## config.mk

```make
export PLATFORM = sky130hd
export DESIGN_NAME = axis_phy_tx_flat
export DESIGN_NICKNAME = d
export VERILOG_FILES = /design/src/rtl/axis_phy_tx_if.sv /design/src/rtl/axis_phy_tx.sv /design/src/flat_wrapper.sv
export SDC_FILE = /design/constraint.sdc
export NUM_CORES = 1
export LEC_CHECK = 0
export BUFFER_PORTS_ARGS = -buffer_cell sky130_fd_sc_hd__buf_2
export CAP_MARGIN = 20
export CELL_PAD_IN_SITES_DETAIL_PLACEMENT = 1
export CELL_PAD_IN_SITES_GLOBAL_PLACEMENT = 1
export CORE_MARGIN = 5
export CORE_UTILIZATION = 36
export CTS_BUF_LIST = sky130_fd_sc_hd__clkbuf_16
export DETAILED_ROUTE_END_ITERATION = 12
export PLACE_DENSITY_LB_ADDON = 0.1
export SLEW_MARGIN = 10
export SYNTH_ARGS = -nofsm -noshare
export SYNTH_HDL_FRONTEND = slang
export SYNTH_SLANG_ARGS = --single-unit
```

## constraint.sdc

```tcl
create_clock -name i_clk -period 2 [get_ports i_clk]
set_input_delay 0.1 -clock i_clk [delete_from_list [all_inputs] [get_ports i_clk]]
set_output_delay 0.1 -clock i_clk [all_outputs]
set_load 0.1 [all_outputs]
```

## src/rtl/axis_phy_tx_if.sv

```systemverilog
// AXI-Stream beat input plus GT TX word output of the PHY TX framer.
`timescale 1ns/1ps
interface axis_phy_tx_if;
    logic [31:0] i_axi_s_data;
    logic [3:0]  i_axi_s_keep;
    logic        i_axi_s_last;
    logic        i_axi_s_valid;
    logic        o_axi_s_ready;
    logic        i_gt_tx_done;
    logic [31:0] o_gt_tx_data;
    logic [3:0]  o_gt_tx_charisk;

    modport slave (
        input  i_axi_s_data,
        input  i_axi_s_keep,
        input  i_axi_s_last,
        input  i_axi_s_valid,
        output o_axi_s_ready,
        input  i_gt_tx_done,
        output o_gt_tx_data,
        output o_gt_tx_charisk
    );

    modport master (
        output i_axi_s_data,
        output i_axi_s_keep,
        output i_axi_s_last,
        output i_axi_s_valid,
        input  o_axi_s_ready,
        output i_gt_tx_done,
        input  o_gt_tx_data,
        input  o_gt_tx_charisk
    );
endinterface

```

## src/rtl/axis_phy_tx.sv

```systemverilog
// GT PHY TX framer: wraps AXI-Stream frames in SOF/EOF K-words
// and enforces a minimum idle gap between frames.
`timescale 1ns/1ps
module axis_phy_tx #(
    parameter int P_MIN_GAP = 4
) (
    input  logic          i_clk,
    input  logic          i_rst,
    axis_phy_tx_if.slave  bus
);

    localparam logic [31:0] W_IDLE = 32'h50BC_50BC;
    localparam logic [3:0]  K_IDLE = 4'b0101;
    localparam logic [31:0] W_SOF  = 32'h5050_50FB;
    localparam logic [3:0]  K_SOF  = 4'b0001;
    localparam logic [7:0]  B_EOF  = 8'hFD;
    localparam logic [3:0]  K_EOF  = 4'b0001;
    localparam logic [3:0]  K_DATA = 4'b0000;

    typedef enum logic [1:0] {
        S_IDLE,
        S_DATA,
        S_EOF,
        S_GAP
    } state_t;

    state_t      state;
    logic [31:0] tx_data;
    logic [3:0]  tx_k;
    logic [2:0]  cnt_q;
    logic [7:0]  gap_q;

    logic        ready;
    logic        beat;
    logic [2:0]  last_cnt;
    logic [31:0] last_data;

    // Byte count is set by the highest keep bit; an empty keep still
    // carries one byte so the EOF count is never zero.
    function automatic logic [2:0] keep_cnt(input logic [3:0] keep);
        logic [2:0] c;
        if (keep[3])      c = 3'd4;
        else if (keep[2]) c = 3'd3;
        else if (keep[1]) c = 3'd2;
        else              c = 3'd1;
        return c;
    endfunction

    function automatic logic [31:0] cnt_mask(input logic [2:0] c);
        logic [31:0] m;
        unique case (c)
            3'd4:    m = 32'hFFFF_FFFF;
            3'd3:    m = 32'h00FF_FFFF;
            3'd2:    m = 32'h0000_FFFF;
            default: m = 32'h0000_00FF;
        endcase
        return m;
    endfunction

    assign ready     = (state == S_DATA) && bus.i_gt_tx_done;
    assign beat      = ready && bus.i_axi_s_valid;
    assign last_cnt  = keep_cnt(bus.i_axi_s_keep);
    assign last_data = bus.i_axi_s_data & cnt_mask(last_cnt);

    always_ff @(posedge i_clk or posedge i_rst) begin
        if (i_rst) begin
            state   <= S_IDLE;
            tx_data <= W_IDLE;
            tx_k    <= K_IDLE;
            cnt_q   <= 3'd0;
            gap_q   <= 8'd0;
        end else if (!bus.i_gt_tx_done) begin
            state   <= S_IDLE;
            tx_data <= W_IDLE;
            tx_k    <= K_IDLE;
            gap_q   <= 8'd0;
        end else begin
            unique case (state)
                S_IDLE: begin
                    if (bus.i_axi_s_valid) begin
                        tx_data <= W_SOF;
                        tx_k    <= K_SOF;
                        state   <= S_DATA;
                    end else begin
                        tx_data <= W_IDLE;
                        tx_k    <= K_IDLE;
                    end
                end
                S_DATA: begin
                    if (!beat) begin
                        tx_data <= W_IDLE;
                        tx_k    <= K_IDLE;
                    end else if (bus.i_axi_s_last) begin
                        tx_data <= last_data;
                        tx_k    <= K_DATA;
                        cnt_q   <= last_cnt;
                        state   <= S_EOF;
                    end else begin
                        tx_data <= bus.i_axi_s_data;
                        tx_k    <= K_DATA;
                    end
                end
                S_EOF: begin
                    tx_data <= {8'h50, 8'h50, 5'd0, cnt_q, B_EOF};
                    tx_k    <= K_EOF;
                    gap_q   <= 8'(P_MIN_GAP);
                    state   <= S_GAP;
                end
                S_GAP: begin
                    tx_data <= W_IDLE;
                    tx_k    <= K_IDLE;
                    gap_q   <= gap_q - 8'd1;
                    if (gap_q <= 8'd1) begin
                        state <= S_IDLE;
                    end
                end
                default: begin
                    state   <= S_IDLE;
                    tx_data <= W_IDLE;
                    tx_k    <= K_IDLE;
                end
            endcase
        end
    end

    assign bus.o_axi_s_ready   = ready;
    assign bus.o_gt_tx_data    = tx_data;
    assign bus.o_gt_tx_charisk = tx_k;

endmodule

```

## src/flat_wrapper.sv

```systemverilog
// flat-port wrapper written by rule: the top's interface ports become plain ports
module axis_phy_tx_flat 
#(
    parameter int P_MIN_GAP = 4
)
  (i_clk, i_rst, bus_i_axi_s_data, bus_i_axi_s_keep, bus_i_axi_s_last, bus_i_axi_s_valid, bus_o_axi_s_ready, bus_i_gt_tx_done, bus_o_gt_tx_data, bus_o_gt_tx_charisk);
  axis_phy_tx_if bus_i ();
  input  logic i_clk;
  input  logic i_rst;
  input wire logic [$bits(bus_i.i_axi_s_data)-1:0] bus_i_axi_s_data;
  input wire logic [$bits(bus_i.i_axi_s_keep)-1:0] bus_i_axi_s_keep;
  input wire logic [$bits(bus_i.i_axi_s_last)-1:0] bus_i_axi_s_last;
  input wire logic [$bits(bus_i.i_axi_s_valid)-1:0] bus_i_axi_s_valid;
  output wire logic [$bits(bus_i.o_axi_s_ready)-1:0] bus_o_axi_s_ready;
  input wire logic [$bits(bus_i.i_gt_tx_done)-1:0] bus_i_gt_tx_done;
  output wire logic [$bits(bus_i.o_gt_tx_data)-1:0] bus_o_gt_tx_data;
  output wire logic [$bits(bus_i.o_gt_tx_charisk)-1:0] bus_o_gt_tx_charisk;
  assign bus_i.i_axi_s_data = bus_i_axi_s_data;
  assign bus_i.i_axi_s_keep = bus_i_axi_s_keep;
  assign bus_i.i_axi_s_last = bus_i_axi_s_last;
  assign bus_i.i_axi_s_valid = bus_i_axi_s_valid;
  assign bus_o_axi_s_ready = bus_i.o_axi_s_ready;
  assign bus_i.i_gt_tx_done = bus_i_gt_tx_done;
  assign bus_o_gt_tx_data = bus_i.o_gt_tx_data;
  assign bus_o_gt_tx_charisk = bus_i.o_gt_tx_charisk;
  axis_phy_tx #(.P_MIN_GAP(P_MIN_GAP)) u_core (.i_clk(i_clk), .i_rst(i_rst), .bus(bus_i));
endmodule
```

* Word level (Yosys, flattened, before mapping)
Cells that the tools add are included.
Word-level totals: register bits 49, latch bits 0, bits in writable memories 0, memory bits (read-only) 0, output and inout bits 37, word-level logic and storage cells 45, memories 0
Cells by class: add/subtract/negate cells 1, multiply operators 0, divide/modulo/power cells 0, magnitude comparators 1, eq/ne operators 11, shift-type cells 0, mux-type cells 21, bitwise operators 1, reductions and logical operators 5
Operators by type and width (number):
- 32-bit one-hot mux with 4 select lines | 1
- 32-bit 2-to-1 mux | 3
- 32-bit one-hot mux with 3 select lines | 1
- 32-bit bitwise AND | 1
- 24-bit 2-to-1 mux | 1
- 4-bit one-hot mux with 4 select lines | 1
- 8-bit one-hot mux with 2 select lines | 1
- 2-bit 2-to-1 mux | 6
- 3-bit 2-to-1 mux | 4
- 8-bit by 1-bit less-or-equal comparator with 1-bit output, second input constant | 1
- 8-bit 2-to-1 mux | 1
- 2-bit one-hot mux with 4 select lines | 1
- 4-bit AND reduction | 2
- 8-bit by 1-bit subtractor with 8-bit output, second input constant | 1
- 3-bit by 2-bit == test with 1-bit output, second input constant | 2
- 3-bit by 2-bit != test with 1-bit output, second input constant | 2
- 3-bit != test, second input constant | 2
- 2-bit == test, second input constant | 2
- 4-bit 2-to-1 mux | 1
- 3-bit == test, second input constant | 1
- 3-bit by 1-bit != test with 1-bit output, second input constant | 1
- 2-bit by 1-bit == test with 1-bit output, second input constant | 1
- 1-bit logical AND | 2
- 2-bit zero test | 1

* Depth between registers and ports, before layout
depth in word-level cells 10, gate-level depth with buffers 8

* Least setup slack after synthesis
OpenSTA, ideal clock, no wires.
path type register to register, from register u_core.state[1], to register u_core.cnt_q[2], library setup time 0.125 ns, data arrival time 2.313 ns, required time 1.875 ns, slack -0.438 ns, cell stages (with the launch flop) 7, path buffers 1, cell sequence dfrtp_1 -> inv_1 -> ha_1 -> clkbuf_1 -> and2_1 -> nand3_1 -> mux2_2
On the way: longest elaborated chain between the ends 4
RTL lines:
- from (decl) | RTL line axis_phy_tx.sv:27 | state_t state;
- from (signal assigned) | RTL line axis_phy_tx.sv:67 | state <= S_IDLE;
- from (signal assigned) | RTL line axis_phy_tx.sv:73 | state <= S_IDLE;
- from (signal assigned) | RTL line axis_phy_tx.sv:83 | state <= S_DATA;
- 2-bit by 1-bit == test with 1-bit output | RTL line axis_phy_tx.sv:60 | assign ready = (state == S_DATA) && bus.i_gt_tx_done;
- 1-bit logical AND | RTL line axis_phy_tx.sv:60
- net bus_o_axi_s_ready | RTL line flat_wrapper.sv:14 | output wire logic [$bits(bus_i.o_axi_s_ready)-1:0] bus_o_axi_s_ready;
- 1-bit logical AND | RTL line axis_phy_tx.sv:61 | assign beat = ready && bus.i_axi_s_valid;
- 4-bit AND reduction (no source line)
- to (signal assigned) | RTL line axis_phy_tx.sv:96 | cnt_q <= last_cnt;
- to (decl) | RTL line axis_phy_tx.sv:30 | logic [2:0] cnt_q;
The timed path passes the listed nets, and every way through them passes these cells. A chain may end at the register's enable or synchronous reset.

* Final worst setup path
from register u_core.state[1], to register u_core.tx_data[9] (netlist: u_core.bus.o_gt_tx_data[9])
On the way: longest elaborated chain between the ends 6, elaborated cells between the ends (all ways) 9
RTL lines:
- 2-bit by 1-bit == test with 1-bit output | RTL line axis_phy_tx.sv:60, axis_phy_tx.sv:78
- 1-bit logical AND | RTL line axis_phy_tx.sv:60
- 1-bit logical AND | RTL line axis_phy_tx.sv:61
- 32-bit 2-to-1 mux | RTL line axis_phy_tx.sv:90 | if (!beat) begin
- 32-bit one-hot mux with 4 select lines * | RTL line axis_phy_tx.sv:78 | unique case (state)
- 32-bit 2-to-1 mux * | RTL line axis_phy_tx.sv:72 | end else if (!bus.i_gt_tx_done) begin
- to (signal assigned) | RTL line axis_phy_tx.sv:94 | tx_data <= last_data;
- to (signal assigned) | RTL line axis_phy_tx.sv:99 | tx_data <= bus.i_axi_s_data;
- to (signal assigned) | RTL line axis_phy_tx.sv:104 | tx_data <= {8'h50, 8'h50, 5'd0, cnt_q, B_EOF};
- to (decl) | RTL line axis_phy_tx.sv:28 | logic [31:0] tx_data;
Mark *: on every way between the ends. The rest lies on a longest branch, timed or not.

==> reports/results.ini <==
[floorplanning]
rows = 27
num_io_pins = 78
die_x_um = 85.96
die_area_um2 = 7388
die_h_um = 85.96
core_um2 = 5540
start_util_pct = 37.49

[setup_path]
worstSetupStartpointType = register
crit_type = reg2reg
cp_max_fo = 6
cp_slowest_cell = dfrtp_1
path_cells = inv_1 -> ha_1 -> and2_4 -> nand3b_1 -> nor2_1 -> a32o_1
required_ns = 2.22
end_kind = register
cp.arrival_ns = 2.07
slowest_delay_ns = 0.42

[detailed_routing]
wl_mm = 5.629
wl_per_cell_um = 15.77
drtIter0Drc = 69
viasPerCell = 4.835
vias = 1726
first_pass_iters = 4
drc_errors = 0
ant_nets = 0

[cts]
cts_root_buf = clkbuf_16
cts_buffer_depth = 2
clkTransAtPathRegs_ns = 0.06
htree_levels = 2
clock-sinks = 47
post_cts_resized = 0
cts_made_buffers = 5
clk_latency_ns = 0.28
cts_tree = built

[run_status]
status = completed

[sta]
setup-tns-final_ns = 0
rsz0062_at_grt = false
tightest_slew_ns = 0.7843
period_needed_ns = 1.852
min_period_over_period_pct = 92.59
final.setup_skew_ns = 0.004571
hold_violations = 0
slew_viol_final = 0
setup_viol = 0
relSlewSlack_pct = 47.39
fmax_ghz = 0.5400

[grt]
grt_pass1_wl_mm = 9.370
antenna_found_initial = 0
gr-total-overflow = 0
track_usage_pct = 16.51
grt_pass1_vias = 1824
grt_max_degree = 28

[yosys]
synth.distinct_cells = 38
synth_area_um2 = 2077
netlist_instances = 198
ys_seq_area_share_pct = 57.59
ys_ff_latch = 47
avgSynthCellArea_um2 = 10.49
synth_edf_count = 0
synthArstFlopShare_pct = 100.0
synth_ff_type = dfrtp_1
ys_warn_count = 0

[placed_design]
hpwl_mm = 4.238
gp_congestion = 0.7394
placed_cells = 348
port_buffers = 74

[finish]
drive_gt1_share_pct = 40.35
fillers = 665
final_cell_mix = buf_2 (73), dfrtp_1 (31), nor2_1 (24)
multiInputGateArea_um2 = 808.3
area_growth_pct = 35.54
seq_area_um2 = 1196
mostFrequentLayoutCell = buf_2
antenna_cells = 0
nets = 332
fin_cells = 357

[pwr]
ir_drop_mv = 0.8027
powerDensity_nw_per_um2 = 1641
leakage_nw = 1.390

[worst_hold_path]
min_path_type = in2reg

[flow_run]
cap_violations = 0

stage by stage:
step	area [µm²]	utilization [%]	setup WS, ns	hold slack [ns]	power, mW
CTS	2815	50.81	0.1404	0.01417	4.675
floorplan	2083	-	0.1166	0.1962	3.119
global route	2815	50.81	0.02229	0.01371	4.869
finish	2815	50.81	0.1482	0.01714	4.619
global placement	2616	47.22	0.2827	0.1828	3.554
detailed placement	2616	47.22	0.2085	0.1862	3.583
final timing paths:
kind                            cells past startpoint                         from                                     to  slack (ns)
min in group asynchronous                           3                        i_rst  u_core.bus.o_gt_tx_data[29]$_DFF_PP0_        0.42
worst min-delay path                                2         bus_i_axi_s_data[14]  u_core.bus.o_gt_tx_data[14]$_DFF_PP1_        0.02
worst max-delay path                                6  u_core.state[1]$_DFFE_PP0P_   u_core.bus.o_gt_tx_data[9]$_DFF_PP0_        0.15
worst min register to register                      2  u_core.cnt_q[0]$_DFFE_PP0P_            u_core.cnt_q[0]$_DFFE_PP0P_        0.49
worst max register to register                      6  u_core.state[1]$_DFFE_PP0P_   u_core.bus.o_gt_tx_data[9]$_DFF_PP0_        0.15
max in group asynchronous                           4                        i_rst  u_core.bus.o_gt_tx_data[14]$_DFF_PP1_        0.98
state kept, by name (all words and copies together), names as in the netlist:
signal,count
u_core.bus.o_gt_tx_data,32
u_core.gap_q,8
u_core.cnt_q,3
u_core.bus.o_gt_tx_charisk,2
u_core.state,2
power breakdown:
part           leakage, nW  internal (mW)  switching [mW]
Combinational        0.703          0.514            1.71
Clock               0.0952          0.711           0.343
Sequential           0.592           1.23           0.107
what timing repair did:
item,in CTS,in global routing
hold endpoints to repair,15,0
buffers inserted,0,0
hold buffers,1,0
cell usage after synthesis (2+ instances only):
master	count	area [µm²]
a21o_1	6	45.04
inv_1	11	41.29
ha_1	7	87.58
mux2_2	2	22.52
a21oi_1	13	65.06
o21ai_0	4	20.02
nor2b_1	5	31.28
buf_4	2	15.01
clkbuf_1	5	18.77
a32o_1	3	30.03
nand2b_1	3	18.77
nor3_1	2	10.01
nor2_1	24	90.09
a311oi_1	2	17.52
and2_1	12	75.07
nand2_1	19	71.32
nand3_1	11	55.05
o31ai_1	2	15.01
dfrtp_1	31	775.7
dfstp_2	16	420.4
layer usage:
| metal | track usage [%] | routed length [µm] | part of all wire [%] |
|---|---|---|---|
| met5 | 0 | 0 | 0 |
| met4 | 5.612 | 80 | 1.4 |
| met3 | 3.842 | 392 | 7.0 |
| met2 | 27.82 | 2760 | 49 |
| met1 | 20.73 | 2395 | 43 |
kinds of logic (layout without fill, tap and decap cells):
kind of cell	after synthesis	after routing	synth area share (%)
AO/OA/AOI/OAI	39	39	12.89
XOR/XNOR	1	1	0.4218
adder cells (fa/ha/maj)	7	7	4.217
buffers and inverters	19	105	3.795
flip-flops	47	47	57.59
multiplexers	3	3	1.566
other	1	2	0.1805
AND/OR/NAND/NOR	81	81	19.34
layout make-up:
class / instances / area share, %
Sequential cell: 47 / 42.49
Multi-Input combinational cell: 133 / 28.71
Timing Repair Buffer: 86 / 17.42
Clock buffer: 5 / 4.444
Tap cell: 72 / 3.200
Clock inverter: 3 / 2.267
Inverter: 11 / 1.467
worst max-delay path: cells and delay by family, from the launching register on:
family	cells	cell delay (ns)
AOI/OAI and AO/OA	1	0.20
adders and majority gates	1	0.26
buffers and inverters	1	0.11
DFF	1	0.42
and+or+nand+nor	3	0.78
(Power assumes the default switching activity.)
